`src/rtl/alu_arbiter_pkg.sv`:
```
// Shared types and constants for the two-requester ALU arbiter.
// FSM state encoding, opcode field values and the invert-bit position.
package alu_arbiter_pkg;

  typedef enum logic [1:0] {
    IDLE = 2'd0,
    EXEC = 2'd1,
    RESP = 2'd2
  } state_t;

  localparam logic [1:0] OP_AND = 2'b00;
  localparam logic [1:0] OP_OR  = 2'b01;
  localparam logic [1:0] OP_SUM = 2'b10;
  localparam logic [1:0] OP_SLT = 2'b11;

  localparam int F_INV = 2;

endpackage

```
`src/rtl/rr_arbiter2.sv`:
```
// Two-way round-robin grant; the pointer remembers the last accepted requester
// and only moves on an accept. Reset leaves last = 1 so requester 0 wins the first tie.
module rr_arbiter2 (
  input  logic       clk,
  input  logic       rst_n,
  input  logic [1:0] req,
  input  logic       accept,
  output logic [1:0] gnt,
  output logic       gnt_id
);

  logic last;

  always_comb begin
    gnt_id = (req == 2'b11) ? ~last : req[1];
    gnt[0] = (|req) & ~gnt_id;
    gnt[1] = (|req) &  gnt_id;
  end

  always_ff @(posedge clk or negedge rst_n) begin
    if (!rst_n)      last <= 1'b1;
    else if (accept) last <= gnt_id;
  end

endmodule

```
`src/rtl/alu_arbiter.sv`:
```
// Two requesters share one ALU: IDLE accepts one op, EXEC computes, RESP holds
// the result until handshake. Define ALU_ARB_STATS_EN to add saturating op/overflow counters.
module alu_arbiter
  import alu_arbiter_pkg::*;
#(
  parameter int N = 32
) (
  input  logic         Clk,
  input  logic         nReset,
  input  logic         Req0Valid,
  input  logic         Req1Valid,
  output logic         Req0Ready,
  output logic         Req1Ready,
  input  logic [N-1:0] Req0A,
  input  logic [N-1:0] Req0B,
  input  logic [N-1:0] Req1A,
  input  logic [N-1:0] Req1B,
  input  logic [2:0]   Req0F,
  input  logic [2:0]   Req1F,
  output logic         RespValid,
  input  logic         RespReady,
  output logic         RespId,
  output logic [N-1:0] RespY,
  output logic         RespOverflow,
  output logic         RespZero,
`ifdef ALU_ARB_STATS_EN
  output logic [15:0]  OpCount0,
  output logic [15:0]  OpCount1,
  output logic [15:0]  OvfCount,
`endif
  output logic         Busy
);

  state_t       state;
  logic [N-1:0] a_q, b_q;
  logic [2:0]   f_q;
  logic         id_q;
  logic [1:0]   gnt;
  logic         gnt_id;
  logic         idle, accept;

  assign idle   = (state == IDLE);
  assign accept = idle & (Req0Valid | Req1Valid);

  rr_arbiter2 u_rr (
    .clk    (Clk),
    .rst_n  (nReset),
    .req    ({Req1Valid, Req0Valid}),
    .accept (accept),
    .gnt    (gnt),
    .gnt_id (gnt_id)
  );

  assign Req0Ready = idle & gnt[0];
  assign Req1Ready = idle & gnt[1];

  // Datapath works only on latched operands, so requester inputs may change freely after accept
  logic         inv;
  logic [N-1:0] bx, sum, y_c;
  logic         ovf_c, zero_c;

  always_comb begin
    inv    = f_q[F_INV];
    bx     = inv ? ~b_q : b_q;
    sum    = a_q + bx + {{(N-1){1'b0}}, inv};
    ovf_c  = (a_q[N-1] == bx[N-1]) && (sum[N-1] != a_q[N-1]);
    zero_c = (sum == '0);
    y_c    = '0;
    case (f_q[1:0])
      OP_AND:  y_c = a_q & bx;
      OP_OR:   y_c = a_q | bx;
      OP_SUM:  y_c = sum;
      OP_SLT:  y_c = {{(N-1){1'b0}}, sum[N-1]};
      default: y_c = '0;
    endcase
  end

  always_ff @(posedge Clk or negedge nReset) begin
    if (!nReset) begin
      state        <= IDLE;
      Busy         <= 1'b0;
      a_q          <= '0;
      b_q          <= '0;
      f_q          <= '0;
      id_q         <= 1'b0;
      RespValid    <= 1'b0;
      RespY        <= '0;
      RespId       <= 1'b0;
      RespOverflow <= 1'b0;
      RespZero     <= 1'b0;
    end else begin
      case (state)
        IDLE: if (accept) begin
          a_q   <= gnt_id ? Req1A : Req0A;
          b_q   <= gnt_id ? Req1B : Req0B;
          f_q   <= gnt_id ? Req1F : Req0F;
          id_q  <= gnt_id;
          state <= EXEC;
          Busy  <= 1'b1;
        end
        EXEC: begin
          RespY        <= y_c;
          RespOverflow <= ovf_c;
          RespZero     <= zero_c;
          RespId       <= id_q;
          RespValid    <= 1'b1;
          state        <= RESP;
        end
        RESP: if (RespReady) begin
          RespValid <= 1'b0;
          state     <= IDLE;
          Busy      <= 1'b0;
        end
        default: begin
          state     <= IDLE;
          Busy      <= 1'b0;
          RespValid <= 1'b0;
        end
      endcase
    end
  end

`ifdef ALU_ARB_STATS_EN
  always_ff @(posedge Clk or negedge nReset) begin
    if (!nReset) begin
      OpCount0 <= '0;
      OpCount1 <= '0;
      OvfCount <= '0;
    end else begin
      if (Req0Ready && Req0Valid && OpCount0 != 16'hFFFF) OpCount0 <= OpCount0 + 16'd1;
      if (Req1Ready && Req1Valid && OpCount1 != 16'hFFFF) OpCount1 <= OpCount1 + 16'd1;
      if (RespValid && RespReady && RespOverflow && OvfCount != 16'hFFFF)
        OvfCount <= OvfCount + 16'd1;
    end
  end
`endif

endmodule

```
`config.mk`:
```
export PLATFORM = sky130hd
export DESIGN_NAME = alu_arbiter
export DESIGN_NICKNAME = d
export VERILOG_FILES = /design/src/rtl/alu_arbiter_pkg.sv /design/src/rtl/rr_arbiter2.sv /design/src/rtl/alu_arbiter.sv
export SDC_FILE = /design/constraint.sdc
export NUM_CORES = 1
export LEC_CHECK = 0
export CAP_MARGIN = 20
export CORE_ASPECT_RATIO = 1.4
export CORE_MARGIN = 1.5
export CORE_UTILIZATION = 44
export CTS_BUF_LIST = sky130_fd_sc_hd__clkbuf_8 sky130_fd_sc_hd__clkbuf_16
export CTS_CLUSTER_DIAMETER = 150
export CTS_CLUSTER_SIZE = 16
export DETAILED_ROUTE_END_ITERATION = 8
export DONT_BUFFER_PORTS = 1
export PLACE_DENSITY_LB_ADDON = 0.2
export SETUP_SLACK_MARGIN = 0.4
export SLEW_MARGIN = 20
export SYNTH_ARGS = -nofsm -noshare
export SYNTH_HDL_FRONTEND = slang
export SYNTH_SLANG_ARGS = --single-unit
export TNS_END_PERCENT = 20
```
`constraint.sdc`:
```
create_clock -name Clk -period 9.9 [get_ports Clk]
set_input_delay 1.485 -clock Clk [delete_from_list [all_inputs] [get_ports Clk]]
set_output_delay 1.485 -clock Clk [all_outputs]
set_load 0.03 [all_outputs]
```
==> flow_results.org, run 1 <==
** Floorplan
- Area of the die :: 18,800 um2
- The floorplan has 57 rows.
- Die Ht :: 162 um
- For this design the top-level I/O count stands at 178.
- The floorplan step defined a core boundary enclosing 17,500 um2.
- The initial utilization of the core area, before any placement, comes to 0.454.
- Horizontal extent of the die :: 116 um

** Layout
- Most common cell after layout, fill and taps aside :: nand2_1
- From synthesis to final layout, the design area changed by 5.82%.
- In the final design database the tool counted 1,089 nets.
- Share of final-layout standard cells stronger than drive strength 1 :: 0.0494
- Commonest cells after routing, fill and taps aside :: 123 x nand2_1, 106 x dfrtp_1, 76 x inv_1
- Number of diodes :: 0

** STA
- Final Max Slew Viols :: 0
- Final Hold Fails :: 0
- Worst Tran Pin Value :: 0.677 ns
- Measured against its own limit, the worst slew margin works out to 0.548.
- In the finished design, the share of the clock period the worst path needs comes to 0.426.
- Final sum of negative setup slack :: 0 ns
- Static timing analysis puts the maximum clock frequency at 0.237 GHz.
- The routed design could run at a clock period as short as 4.22 ns.
- Unrepaired setup endpoints after global routing :: no
- Worst setup skew after layout :: 0.00887 ns
- Setup violations remaining at the end of the flow were counted as 0.

** Synthesis
- Of all flip-flops after synthesis, the portion carrying an async set or reset was 1.00.
- Gate count after technology mapping :: 919
- Ys Warns :: 0
- For this run, the register share of the synthesized area comes to 0.341.
- Seq cells post-synth :: 108
- The number of nets handed over by synthesis was 1,123.
- Synth area leaders :: dfrtp_1 34%, ha_1 10%, nand2_1 5.9%
- The cell area that synthesis handed to floorplanning was 7930 um2.
- Of the post-synthesis cell area, the dominant cell type holds 0.338.
- Cell taking the most area after synthesis :: dfrtp_1
- Post-synth EDFFs :: 0
- Synth Area per Inst :: 8.63 um2
- Yosys mapped the design onto 65 distinct sky130hd cell types.
- Dominant synthesized flop cell :: dfrtp_1

** Clocking
- Clock-pin slew of the registers on the worst-case setup and hold paths :: 0.08 ns
- The H-tree was split into 3 levels.
- Clock tree synthesis inserted a total of 9 buffers.
- Post-CTS timing repair inserted 0 buffers for setup.
- Max Root-Sink Buffers :: 2
- The clock reaches the later pin of the worst-skew pair after 0.37 ns.
- CTS Hold Bufs :: 0
- The cell sitting at the root of the clock tree is a clkbuf_16.
- TritonCTS built the clock tree.
- After clock tree synthesis, the repair step resized 0 gates.
- Clock Sink Count :: 108

** Setup path
- Worst Setup Start Kind :: flop
- Data on the critical path arrives at its endpoint at 4.52 ns.
- The critical path goes through buf_4, xor2_1, inv_1, ha_1, a21o_1, a311o_1, a21oi_2, nor4_1, or3_1, a2111oi_0, or3b_1, nor4_1, a21o_1.
- Crit path capture type :: flop
- For this run, the slowest stage of the critical path takes 0.69 ns.
- CP Class :: reg2reg
- On the critical path, the stage with the largest delay is an instance of dfrtp_2.
- Maximum fanout along the worst path :: 19
- For the worst setup path, the data required time is 10.21 ns.

** Min path
- The tightest min-delay check is of the reg2reg type.

** Drt
- After detailed routing, the number of vias per cell comes to 5.81.
- Final routed DRC violation total :: 0
- Count of vias placed by the detailed router :: 6,541
- Number of optimization iterations in the first detailed-route pass :: 4
- Detailed-routed wire length on met2 :: 11.8 mm
- The routed design uses 669 um of met3 wire.
- Detailed router's first-iteration violation count :: 337
- The count of nets left with antenna violations once routing finished came out at 0.
- After detailed routing, no signal wire sits above met4.
- WL per Instance :: 19.4 um
- Overall routed net length :: 21.8 mm
- In the final routing, the length of wire on met1 measures 8.93 mm.

** Placement
- Summed over all nets, the half-perimeter wirelength after detailed placement is 16.1 mm.
- At the end of routability-driven placement, the weighted congestion stood at 0.882.
- Buffers placed on the I/O ports in this run total 0.

** Global route
- The first global-routing pass estimated 34.3 mm of wire.
- Grt total ovfl :: 0
- The initial antenna violation count came to 0.
- Via count of the first global-routing pass :: 6,532
- Entering global routing, the biggest net connects 109 pins.
- Tot GR Track Use :: 0.235

** Outcome
- Outcome :: finished clean

** Job
- Number of max-cap violations :: 0
## synthesized netlist by cell type, types with 8 or more instances
library cell,count
a211oi_1,10
a21o_1,13
a21oi_1,42
a22oi_1,54
a31oi_1,8
clkbuf_1,48
dfrtp_1,107
ha_1,64
inv_1,76
mux2i_1,36
nand2_1,124
nand3_1,11
nand4_1,9
nor2_1,43
o21a_1,29
o21ai_0,67
o221ai_1,26
xnor2_1,12
xor2_1,45
## registers in the layout (all words and copies together) (netlist names)
signal and cells:
Busy 1, a_q 32, RespValid 1, RespOverflow 1, u_rr.last 1, f_q 3, RespZero 1, id_q 1
b_q 32, state 2, RespY 32, RespId 1
## path summary, 6_finish.rpt
kind                             start   endpoint  slack, ns  cells after the start
worst min register to register    id_q     RespId       0.48                      2
min in group asynchronous       nReset  RespY[28]       0.81                      0
worst max-delay path            f_q[2]   RespZero       5.68                     13
worst max register to register  f_q[2]   RespZero       5.68                     13
worst min-delay path              id_q     RespId       0.48                      2
max in group asynchronous       nReset  u_rr.last       8.85                      0
## stage by stage
stage | area (um2) | worst slack, ns | utilization | std cells | hold slack (ns)
2_1_floorplan | 7930 | 5.44 | - | 919 | 0.439
5_1_grt | 8390 | 5.26 | 0.480 | 1126 | 0.523
4_1_cts | 8390 | 5.61 | 0.480 | 1126 | 0.488
3_5_place_dp | 8110 | 5.65 | 0.464 | 1110 | 0.467
6_report | 8390 | 5.68 | 0.480 | 1126 | 0.484
3_3_place_gp | 8110 | 5.75 | 0.464 | 1110 | 0.460
## cells by family after synthesis
kind of cell | count (synthesis) | share of synthesized area
buffers and inverters | 131 | 0.0633
adder cells (fa/ha/maj) | 65 | 0.104
flip-flops | 108 | 0.341
multiplexers | 40 | 0.0514
XOR/XNOR | 57 | 0.0630
AO/OA/AOI/OAI | 289 | 0.250
AND/OR/NAND/NOR | 229 | 0.128
## critical path, delay by kind of cell (launching register included)
family          cells  cell delay (ns)
compound gates      5             1.34
xor+xnor            1             0.24
fa+ha+maj           1             0.34
buf+inv             2             0.46
flops               1             0.69
simple gates        4             1.08
## per-layer routing
layer	vias up	global-route usage
li1	3202	-
met1	3189	0.273
met2	121	0.437
met3	29	0.0347
met4	0	0.0698
met5	-	0
## cell type report
| type | count | area (um2) |
|---|---|---|
| clock inverter | 7 | 57.6 |
| fill | 1755 | 9080 |
| clock buffer | 9 | 225 |
| sequential | 108 | 2710 |
| tap | 236 | 295 |
| inverter | 77 | 289 |
| timing repair buffer | 9 | 67.6 |
| multi-input combinational | 680 | 4750 |
Power of run 1 is left out: the tool's default activity adds up to more than one toggle a clock period on the data nets, which glitch-free logic cannot reach.
==> run 2: changes to the inputs <==
clock period = 3.9 ns   (was 9.9 ns; I/O delays follow)
==> run 2 against run 1 <==
Compared with the run above:
- cell area is 8.0% higher
- clock skew is 0.00079 ns higher
- largest cell class unchanged
- critical endpoint unchanged
- highest routed layer unchanged
- flip-flop and latch count stayed put
==> flow_results.org, run 2 (synthesis gave the netlist of run 1 again) <==
** Clocking
- Max Root-Sink Buffers :: 2
- Clock latency at the later pin of the worst-skew pair :: 0.36 ns
- Number of clock buffers inserted by TritonCTS :: 9
- Clock-pin slew of the registers on the worst-case setup and hold paths :: 0.08 ns
- CTS placed an instance of clkbuf_16 at the clock tree root.
- The clock tree synthesis step divided the H-tree into 3 levels.
- CTS tree :: done
- Clock tree synthesis found a total of 108 sinks.

** STA
- Setup violations remaining at the end of the flow were counted as 0.
- Highest Clock Rate :: 0.286 GHz
- The number of slew-limit violations in the final report came to 0.
- Dividing the final minimum period by the clock period gives 0.897.
- Worst setup skew after layout :: 0.00966 ns
- Max-slew headroom at the worst pin :: 0.466
- The smallest clock period supported by the final layout is computed as 3.50 ns.
- The hold violation total from the final report is 0.
- Worst Tran Pin Value :: 0.799 ns
- Unrepaired setup endpoints after global routing :: yes
- Adding up every negative setup slack in the final design gives 0 ns.

** Setup path
- Required time of the worst setup path :: 4.20 ns
- For the worst flop-to-flop path, the logic depth is 13.
- Max incr delay on CP :: 0.49 ns
- Slowest library cell on the worst path :: dfrtp_2
- The signal on the critical path passes through buf_8, mux2i_4, inv_1, fa_2, a21o_1, a311o_1, a21oi_4, nor4_4, or3_4, a2111oi_4, or3b_1, nor4_2, a21o_1.
- Along the worst path, the maximum fanout reaches 6.
- The worst register-to-register path ends at RespZero.
- In this run the critical register-to-register path is launched from f_q[2].
- The critical path is of the reg2reg type.
- Data arrives at the worst endpoint at 3.80 ns.
- Crit path capture type :: flop
- Critical path destination :: RespZero
- Most repeated library cell on the critical path :: a21o_1
- Worst Setup Start Kind :: flop
- Setup crit start :: f_q[2]
- Setup slack, reg-to-reg :: 0.40 ns

** Drt
- Detailed router's first-iteration violation count :: 350
- In the final routed layout, each cell accounts on average for 19.8 um.
- Count of vias placed by the detailed router :: 6,716
- Overall routed net length :: 22.9 mm
- In this run the remaining antenna-violating nets after routing total 0.
- Top routing layer in use :: met4
- Metal3 WL :: 783 um
- Post-Route M1 WL :: 9.16 mm
- Final routed DRC violation total :: 0
- The first detailed-routing pass took 4 iterations.
- After detailed routing, the number of vias per cell comes to 5.80.
- Detailed-routed wire length on met2 :: 12.1 mm

** Layout
- The multi-input combinational cells in the finished layout cover a total of 5140 um2.
- Summing all non-filler instances in the final layout gives an area of 9060 um2.
- Leaving out fill and tap cells, the most frequent cell in the layout is nand2_1.
- Largest registers :: RespY x32, a_q x32, b_q x32
- Commonest cells after routing, fill and taps aside :: 122 x nand2_1, 106 x dfrtp_1, 77 x inv_1
- Final cell count without fillers :: 1,157
- Number of diodes :: 0
- Area delta synth->final :: 14.3%
- Post-layout net count :: 1,120
- In the final layout, the share of cells above drive strength 1 is 0.141.
- Fillers :: 1,674
- Register area :: 2710 um2

** Floorplan
- Core area :: 17,500 um2
- Horizontal extent of the die :: 116 um
- The die covers 18,800 um2.
- Initial Util :: 0.454
- Measured along the y axis, the die boundary spans 162 um.
- The initialized floorplan defines 57 standard-cell rows.
- Pin placement for this block handled 178 I/O pins.

** Outcome
- The flow ran to the end, and the final reports show no timing, DRC or antenna violations.

** Placement
- Routability congestion estimate from global placement :: 0.964
- Summed over all nets, the half-perimeter wirelength after detailed placement is 16.9 mm.
- Quantity of I/O buffers inserted on ports :: 0
- After detailed placement, the total cell area comes to 8280 um2.
- Including well taps, the total number of placed cells is 1,130.

** Global route
- Grt total ovfl :: 0
- Via count of the first global-routing pass :: 6,636
- In the global route stage, overall resource usage came out at 0.245.
- First-pass GRT wire length :: 35.5 mm
- Maximum number of pins on one net before global-route repair :: 108
- Antenna violations before repair :: 0

** Min path
- Hold Crit Class :: in2async

** Job
- Across the run, the number of max-cap violations was 0.
## run 2: cell count changes in the layout (fill, tap and decap cells not counted), sizes merged
cell / previous run / this run
buf: 9 / 40
clkinv: 4 / 3
clkinvlp: 1 / 2
## run 2: cell type report
class,instances,area share
Clock buffer,9,0.0249
Clock inverter,7,0.00580
Inverter,77,0.0319
Multi-Input combinational cell,680,0.567
Sequential cell,108,0.299
Tap cell,236,0.0326
Timing Repair Buffer,40,0.0389
## run 2: worst max-delay path: cells and delay by family, from the launching register on
family	cells	cell delay [ns]
AOI/OAI and AO/OA	5	1.15
adders and majority gates	1	0.36
buffers and inverters	2	0.26
DFF	1	0.49
muxes	1	0.18
and+or+nand+nor	4	1.00
## run 2: stage by stage
step,setup WS (ns),utilization,hold WS (ns)
after floorplan,0.429,-,0.289
after global placement,0.0185,0.474,0.292
after detailed placement,-0.0242,0.474,0.293
after CTS,0.399,0.506,0.0496
after global routing,0.251,0.519,0.0431
final,0.403,0.519,0.0590
## run 2: worst min-delay path by stage
stage	depth (start not counted)	to	startpoint
after floorplan	0	Busy	nReset
after global placement	0	b_q[4]	nReset
after detailed placement	0	b_q[4]	nReset
after CTS	0	u_rr.last	nReset
after global routing	0	u_rr.last	nReset
final	0	u_rr.last	nReset
## run 2: timing repair
action / 4_1_cts / 5_1_grt
hold buffers: 1 / 0
resized for setup: 48 / 32
setup buffers: 5 / 5
pin swaps: 10 / 9
endpoints found under the hold margin: 107 / 0
endpoints found under the setup margin: 9 / 9
## run 2: layer usage
layer / up-vias / GRT usage
li1: 3268 / -
met1: 3239 / 0.289
met2: 162 / 0.442
met3: 47 / 0.0381
met4: 0 / 0.0920
met5: - / 0
Power of run 2 is left out for the same reason.
